### src/rtl/player_input_ctrl.sv
// Button sync/debounce plus idle/attack/hitstun FSM producing frame-aligned move requests.
// Outputs are registered and change only on SCEN; the optional jump buffer is enabled by PLAYER_INPUT_JUMP_BUF_EN.
module player_input_ctrl #(
    parameter int DEBOUNCE_FRAMES = 3,
    parameter int ATTACK_FRAMES   = 12,
    parameter int HITSTUN_FRAMES  = 20
`ifdef PLAYER_INPUT_JUMP_BUF_EN
    ,
    parameter int JUMP_BUF_FRAMES = 6
`endif
) (
    input  logic       clk,
    input  logic       reset,
    input  logic       SCEN,
    input  logic       btn_left,
    input  logic       btn_right,
    input  logic       btn_jump,
    input  logic       btn_attack,
    input  logic       hit,
    input  logic       jump_active,
    output logic       move_left,
    output logic       move_right,
    output logic       jump,
    output logic       move_enable,
    output logic       attack_start,
    output logic [1:0] action_state
);
    localparam int DB_W    = (DEBOUNCE_FRAMES > 2) ? $clog2(DEBOUNCE_FRAMES) : 1;
    localparam int CNT_MAX = (ATTACK_FRAMES > HITSTUN_FRAMES) ? ATTACK_FRAMES : HITSTUN_FRAMES;
    localparam int CNT_W   = (CNT_MAX > 2) ? $clog2(CNT_MAX) : 1;
    localparam logic [DB_W-1:0]  DB_LAST  = DB_W'(DEBOUNCE_FRAMES - 1);
    localparam logic [DB_W-1:0]  DB_ONE   = DB_W'(1);
    localparam logic [CNT_W-1:0] ATK_LOAD = CNT_W'(ATTACK_FRAMES - 1);
    localparam logic [CNT_W-1:0] HIT_LOAD = CNT_W'(HITSTUN_FRAMES - 1);
    localparam logic [CNT_W-1:0] CNT_ONE  = CNT_W'(1);

    typedef enum logic [1:0] {
        ST_IDLE    = 2'b00,
        ST_ATTACK  = 2'b01,
        ST_HITSTUN = 2'b10
    } state_t;

    // Bit order: 0 left, 1 right, 2 jump, 3 attack.
    logic [3:0]            btn_raw;
    logic [3:0]            sync1_q, sync2_q;
    logic [3:0]            deb_q, deb_d;
    logic [3:0][DB_W-1:0]  db_cnt_q, db_cnt_d;
    logic                  hit_pend_q, hit_pend_d;
    logic                  hit_evt, jump_press, attack_press;
    state_t                state_q, state_d;
    logic [CNT_W-1:0]      cnt_q, cnt_d;
    logic                  move_left_q, move_left_d, move_right_q, move_right_d;
    logic                  jump_q, jump_d, move_enable_q, move_enable_d;
    logic                  attack_start_q, attack_start_d;
    logic                  move_ok, can_jump, jump_fire, jbuf_live;

    assign btn_raw = {btn_attack, btn_jump, btn_right, btn_left};

    always_comb begin
        deb_d    = deb_q;
        db_cnt_d = db_cnt_q;
        if (SCEN) begin
            for (int i = 0; i < 4; i++) begin
                if (sync2_q[i] != deb_q[i]) begin
                    if (db_cnt_q[i] == DB_LAST) begin
                        deb_d[i]    = ~deb_q[i];
                        db_cnt_d[i] = '0;
                    end else begin
                        db_cnt_d[i] = db_cnt_q[i] + DB_ONE;
                    end
                end else begin
                    db_cnt_d[i] = '0;
                end
            end
        end
    end

    // Edges compare this frame's debounced level with last frame's; zero when SCEN is low.
    assign jump_press   = deb_d[2] & ~deb_q[2];
    assign attack_press = deb_d[3] & ~deb_q[3];
    assign hit_evt      = hit_pend_q | hit;
    assign hit_pend_d   = SCEN ? 1'b0 : (hit_pend_q | hit);

    always_ff @(posedge clk or negedge reset) begin
        if (!reset) begin
            sync1_q    <= '0;
            sync2_q    <= '0;
            deb_q      <= '0;
            db_cnt_q   <= '0;
            hit_pend_q <= 1'b0;
        end else begin
            sync1_q    <= btn_raw;
            sync2_q    <= sync1_q;
            deb_q      <= deb_d;
            db_cnt_q   <= db_cnt_d;
            hit_pend_q <= hit_pend_d;
        end
    end

    always_ff @(posedge clk or negedge reset) begin
        if (!reset) begin
            state_q <= ST_IDLE;
            cnt_q   <= '0;
        end else begin
            state_q <= state_d;
            cnt_q   <= cnt_d;
        end
    end

    always_comb begin
        state_d = state_q;
        cnt_d   = cnt_q;
        if (SCEN) begin
            if (hit_evt) begin
                state_d = ST_HITSTUN;
                cnt_d   = HIT_LOAD;
            end else begin
                case (state_q)
                    ST_IDLE: begin
                        if (attack_press) begin
                            state_d = ST_ATTACK;
                            cnt_d   = ATK_LOAD;
                        end
                    end
                    ST_ATTACK, ST_HITSTUN: begin
                        if (cnt_q == '0) state_d = ST_IDLE;
                        else             cnt_d   = cnt_q - CNT_ONE;
                    end
                    default: state_d = ST_IDLE;
                endcase
            end
        end
    end

    assign move_ok   = (state_d == ST_IDLE) | jump_active;
    assign can_jump  = (state_q == ST_IDLE) & ~jump_active & ~attack_press & ~hit_evt;
    assign jump_fire = can_jump & (jump_press | jbuf_live);

`ifdef PLAYER_INPUT_JUMP_BUF_EN
    localparam int BUF_W = $clog2(JUMP_BUF_FRAMES + 1);
    localparam logic [BUF_W-1:0] BUF_LOAD = BUF_W'(JUMP_BUF_FRAMES);
    localparam logic [BUF_W-1:0] BUF_ONE  = BUF_W'(1);
    logic [BUF_W-1:0] jbuf_q, jbuf_d;

    assign jbuf_live = (jbuf_q != '0);

    always_comb begin
        jbuf_d = jbuf_q;
        if (SCEN) begin
            if (hit_evt || jump_fire) jbuf_d = '0;
            else if (jump_press)      jbuf_d = BUF_LOAD;
            else if (jbuf_live)       jbuf_d = jbuf_q - BUF_ONE;
        end
    end

    always_ff @(posedge clk or negedge reset) begin
        if (!reset) jbuf_q <= '0;
        else        jbuf_q <= jbuf_d;
    end
`else
    assign jbuf_live = 1'b0;
`endif

    always_comb begin
        move_left_d    = move_left_q;
        move_right_d   = move_right_q;
        jump_d         = jump_q;
        move_enable_d  = move_enable_q;
        attack_start_d = attack_start_q;
        if (SCEN) begin
            move_left_d    = deb_d[0] & ~deb_d[1] & move_ok;
            move_right_d   = deb_d[1] & ~deb_d[0] & move_ok;
            jump_d         = jump_fire;
            move_enable_d  = move_ok;
            attack_start_d = (state_q == ST_IDLE) & attack_press & ~hit_evt;
        end
    end

    always_ff @(posedge clk or negedge reset) begin
        if (!reset) begin
            move_left_q    <= 1'b0;
            move_right_q   <= 1'b0;
            jump_q         <= 1'b0;
            move_enable_q  <= 1'b1;
            attack_start_q <= 1'b0;
        end else begin
            move_left_q    <= move_left_d;
            move_right_q   <= move_right_d;
            jump_q         <= jump_d;
            move_enable_q  <= move_enable_d;
            attack_start_q <= attack_start_d;
        end
    end

    assign move_left    = move_left_q;
    assign move_right   = move_right_q;
    assign jump         = jump_q;
    assign move_enable  = move_enable_q;
    assign attack_start = attack_start_q;
    assign action_state = state_q;
endmodule

### config.mk
export PLATFORM = sky130hd
export DESIGN_NAME = player_input_ctrl
export DESIGN_NICKNAME = d
export VERILOG_FILES = /design/src/rtl/player_input_ctrl.sv
export SDC_FILE = /design/constraint.sdc
export NUM_CORES = 1
export LEC_CHECK = 0
export CAP_MARGIN = 15
export CORE_UTILIZATION = 40
export CTS_CLUSTER_SIZE = 30
export DETAILED_ROUTE_END_ITERATION = 10
export RECOVER_POWER = 100
export REMOVE_ABC_BUFFERS = 1
export SLEW_MARGIN = 25
export SYNTH_ARGS = -nofsm -noshare
export SYNTH_HDL_FRONTEND = slang
export SYNTH_SLANG_ARGS = --single-unit
### constraint.sdc
create_clock -name clk -period 1.65 [get_ports clk]
set_input_delay 0.33 -clock clk [delete_from_list [all_inputs] [get_ports clk]]
set_output_delay 0.33 -clock clk [all_outputs]
set_load 0.005 [all_outputs]
---- Yosys cells after proc, flatten, opt, wreduce, memory -nomap -nowiden ----
Index checks and enable logic that the tools add are counted.
operators by class
  $add $sub $neg .......................... 5
  eq/ne operators ......................... 12
  multiplexer cells ....................... 27
  bitwise operators ....................... 23
  reduce and logical (&&, ||, !) cells .... 6
operators by type and width
  cell                                                                 count
  2-bit two-way mux                                                    12
  5-bit two-way mux                                                    3
  1-bit AND                                                            12
  2-bit == test (second input constant)                                5
  5-bit one-hot mux with 2 select lines                                1
  1-bit two-way mux                                                    9
  1-bit NOT                                                            9
  2-bit by 1-bit adder with 2-bit output (second input constant)       4
  3-bit != test (second input constant)                                2
  5-bit logical NOT                                                    1
  5-bit by 1-bit subtractor with 5-bit output (second input constant)  1
  2-bit logical NOT                                                    2
  4-bit two-way mux                                                    1
  1-bit != test                                                        4
  2-bit one-hot mux with 2 select lines                                1
  4-bit AND reduction                                                  1
  3-bit nonzero test                                                   1
  2-bit by 1-bit == test with 1-bit output (second input constant)     1
  1-bit bitwise OR                                                     2
  2-bit OR reduction                                                   1
word-level totals
  output and inout bits ................... 7
  logic and storage cells ................. 88
  bits in registers ....................... 33
  input port bits ......................... 9

---- Depth between registers and ports, before layout ----
Gate-level depths: netlist of run 1.
  depth after elaboration ................. 12
  mapped depth ............................ 7
  gate-level depth less buffers ........... 7

---- Worst setup path before layout of run 1 ----
Ideal clock, no wire load.
  path kind ............................... reg2reg
  from .................................... reg state_q[0], in the netlist action_state[0]
  to ...................................... reg move_enable_q, in the netlist move_enable
  path buffers ............................ 0
  cell stages (with the launch flop) ...... 8
  arrival time ............................ 1.662 ns
  data required time ...................... 1.577 ns
  setup time .............................. 0.073 ns
  path slack .............................. -0.085 ns
  period minus slack after synthesis ...... 1.735 ns
  cell sequence ........................... dfrtp_1 > inv_1 > ha_1 > inv_1 > nor2_2 > o221a_4 > o31a_1 > a21oi_1
on the way
  longest elaborated chain between the ends .. 7
  elaborated cells on any way between the ends .. 11
  classes of those cells .................. 2 x eq/ne; 5 x mux; 1 x bitwise; 3 x reduce/logical
RTL lines
  what                                                                       RTL line  source
  start, declared                                                            50        state_t state_q, state_d;
  start signal, assigned                                                     105       state_q <= state_d;
  2-bit by 1-bit == test with 1-bit output or 2-bit == test (tied branches)  118       case (state_q)
  2-bit OR reduction                                                         118
  2-bit one-hot mux with 2 select lines                                      118
  2-bit two-way mux                                                          114       if (hit_evt) begin
  2-bit two-way mux *                                                        113       if (SCEN) begin
  via state_d[0]                                                             50
  2-bit logical NOT *                                                        135       assign move_ok = (state_d == ST_IDLE) | jump_active;
  1-bit bitwise OR *                                                         135
  end signal, assigned                                                       190       move_enable_q <= move_enable_d;
  end, declared                                                              53        logic jump_q, jump_d, move_enable_q, move_enable_d;
The timed path passes the listed nets; every way through them passes the cells marked *.
A chain may end at the register's enable or synchronous reset.

---- Worst setup path in the final report of run 1 ----
  from .................................... reg cnt_q[0]
  to ...................................... reg move_right_q, in the netlist move_right
on the way
  longest elaborated chain between the ends .. 8
RTL lines
  what                                   RTL line  source
  start, declared                        51        logic [CNT_W-1:0] cnt_q, cnt_d;
  start signal, assigned                 106       cnt_q <= cnt_d;
  5-bit logical NOT                      126       if (cnt_q == '0) state_d = ST_IDLE;
  2-bit two-way mux                      126
  2-bit one-hot mux with 2 select lines  118
  2-bit two-way mux                      114
  2-bit two-way mux                      113
  via state_d[0]                         50
  2-bit logical NOT                      135
  1-bit bitwise OR                       135
  1-bit AND                              172       move_right_d = deb_d[1] & ~deb_d[0] & move_ok;
  end signal, assigned                   188       move_right_q <= move_right_d;
  end, declared                          52        logic move_left_q, move_left_d, move_right_q, move_right_d;
The timed path passes the listed nets, and every way through them passes these cells.

==> results of run 1 <==
-- how the worst max path moves through the flow --
stage | startpoint | to | slack, ns | cells past startpoint
global placement | SCEN | move_enable | -0.40 | 6
detailed placement | SCEN | move_enable | -0.41 | 6
CTS | cnt_q[0] | move_right | -0.05 | 7
finish | cnt_q[0] | move_right | -0.06 | 7
floorplan | action_state[0] | move_enable | -0.08 | 7
global route | cnt_q[0] | move_right | -0.14 | 7
-- per-layer routing --
metal	vias up	GRT usage (%)	routed length (µm)
li1	559	-	-
met4	0	3.13	14
met5	-	0	0
met3	3	4.46	110
met1	590	21.1	1360
met2	19	30.2	1650
-- placed cells by master, fill, tap and decap left out, drive strengths merged, types with 4 or more instances in the layout --
master	n
nor3	9
dlygate4sd3	9
clkdlybuf4s50	4
nor2	8
clkbuf	12
a21o	4
xnor2	4
buf	21
nand2	5
mux2	8
o21ai	6
dfrtp	32
ha	4
inv	9
-- logic make-up (layout without fill, tap and decap cells) --
| kind of cell | Yosys count | after routing | share of synthesized area (%) |
|---|---|---|---|
| simple gates | 42 | 42 | 16.4 |
| fa+ha+maj | 4 | 4 | 3.28 |
| compound gates | 28 | 28 | 14.1 |
| buf+inv | 13 | 58 | 3.28 |
| flops | 33 | 33 | 54.1 |
| mux | 9 | 9 | 6.55 |
| xor+xnor | 4 | 4 | 2.29 |
-- worst max-delay path: stages, from the launching register on --
cell,delay (ns)
dfrtp_1,0.40
inv_2,0.09
ha_4,0.12
nor4b_4,0.23
nor2_2,0.09
o221a_4,0.23
o31a_1,0.33
o2bb2ai_1,0.14
-- power breakdown --
group / switching [µW] / internal (µW)
logic: 270 / 395
clock network: 282 / 377
registers: 154 / 993
total: 707 / 1760
-- cell type report --
type	count	share of cell area [%]
inverters	9	1.62
clock inverters	1	0.241
well taps	48	2.89
multi-input cells	87	34.7
repair buffers	41	16.2
flip-flops and latches	33	39.7
clock buffers	7	4.63
-- through the flow --
stage	power (µW)	cell area, µm²	hold slack [ns]
global route	2630	2080	0.360
detailed placement	1750	1880	0.337
finish	2470	2080	0.351
floorplan	1510	1510	0.0344
global placement	1720	1880	0.333
CTS	2480	2050	0.353
-- timing repair --
action	in CTS	in global routing
buffers inserted	4	1
pin swaps	9	0
setup endpoints to repair	9	10
hold buffers	0	0
gates resized for setup	11	8
-- sequential cells by signal, summed over array words and instances, names as in the netlist --
signal	cells
action_state	2
sync1_q	4
jump	1
move_right	1
db_cnt_q	8
sync2_q	4
move_enable	1
deb_q	4
hit_pend_q	1
cnt_q	5
attack_start	1
move_left	1
==> flow_summary.yaml, run 1 <==
layout:
  final_util_pct: 56.8
  multi_input_area_um2: 722
  drive_above_1_share_pct: 33.7
  stdcell_count: 226
  seqCellArea_um2: 827
  diodes: 0
  synthToLayoutAreaGrowth_pct: 36.2
  nets: 190
  n_fill_cell: 311
clock_network:
  cts_tree: "done"
  clockBufferDepth: 2
  clkTransAtPathRegs_ns: 0.07
  cts_sinks: 33
  insertion_delay_ns: 0.28
  numCtsBuffers: 5
  cts_htree_levels: 2
  clock-root-buffer: "clkbuf_8"
global_routing:
  grt_max_degree: 34
  overflow: 0
  antenna_found_initial: 0
  grt_pass1_wl_um: 5390
  grt_pass1_vias: 1203
  grtUsageTotal_pct: 17.1
critical_path:
  r2r_cells: 7
  worstSetupPathType: "register to register"
  cp.required_ns: 1.85
  arrival_ns: 1.91
  rr_endpoint: "move_right"
  timing.rr.start: "cnt_q[0]"
  reg2reg_slack_ns: -0.06
  cp_max_fo: 3
  endpoint_kind: "register"
  start_kind: "register"
synthesis:
  synth_top_area_share_pct: 52.4
  synth_top_area_cell: "dfrtp_1"
  synth_edf_count: 0
  synth_ff_type: "dfrtp_1"
  ys_seq_area_share_pct: 54.1
  synth_area_leaders: "dfrtp_1 (52%), mux2_2 (5.9%), ha_1 (3.3%)"
  synth_common_cells: "dfrtp_1 (32), inv_1 (9), nor3_1 (9)"
  syn_avg_cell_area_um2: 11.5
  synth.most_common_cell: "dfrtp_1"
  synth_area_um2: 1530
  yosys_warnings: 0
  ys_seq_elements: 33
  ys_types: 45
  synthCells: 133
  async_flop_share_pct: 100
route:
  drt_iter0_markers: 14
  post_drt_wl_per_cell_um: 13.9
  viasPerCell: 5.18
  antenna_left: 0
  wl_um: 3130
  vias: 1171
  drtPass1Iterations: 4
  drc: 0
floorplan:
  rows: 22
  initial_utilization_pct: 41.7
  ios: 16
  die_h_um: 63.8
  dieArea_um2: 4070
  core_um2: 3660
  dieWidth_um: 63.8
pwr:
  power_density_nw_per_um2: 1190
  ir_drop_mv: 0.731
  p_leak_uw: 0.000971
worst_hold_path:
  min_delay_path_depth: 0
  min_path_type: "register to register"
  holdCritStartpoint: "sync1_q[1]"
  min_to: "sync2_q[1]"
timing:
  tns_ns: -0.167
  setup_viol_count_final: 5
  hold_violations: 0
  postLayoutSetupSlackWorst_ns: -0.0574
  relSlewSlack_pct: 46.7
  finalCritPeriodShare_pct: 103
  finalMaxSlewViolations: 0
  period_minus_slack_ns: 1.71
  worst_pin_slew_ns: 0.800
  rsz0062_at_grt: "true"
  fmax_ghz: 0.586
  fin_skew_ns: 0.00652
run:
  maxCapViolCount: 0
placement:
  post-place-ws_ns: -0.415
  post-place-cells: 213
  routabilityCongestion: 0.804
  port_buffers: 15
  dpl.hpwl_um: 2170
status:
  status: "finished, violations left"
  violations: "setup timing"
Note: power is estimated with default switching activity, not from simulation.
==> inputs of run 2 (changes only) <==
Settings changed: CTS_CLUSTER_SIZE 30 to 10.
==> results of run 2 <==
No change in the layout: final DEF, timing and power equal those of run 1.
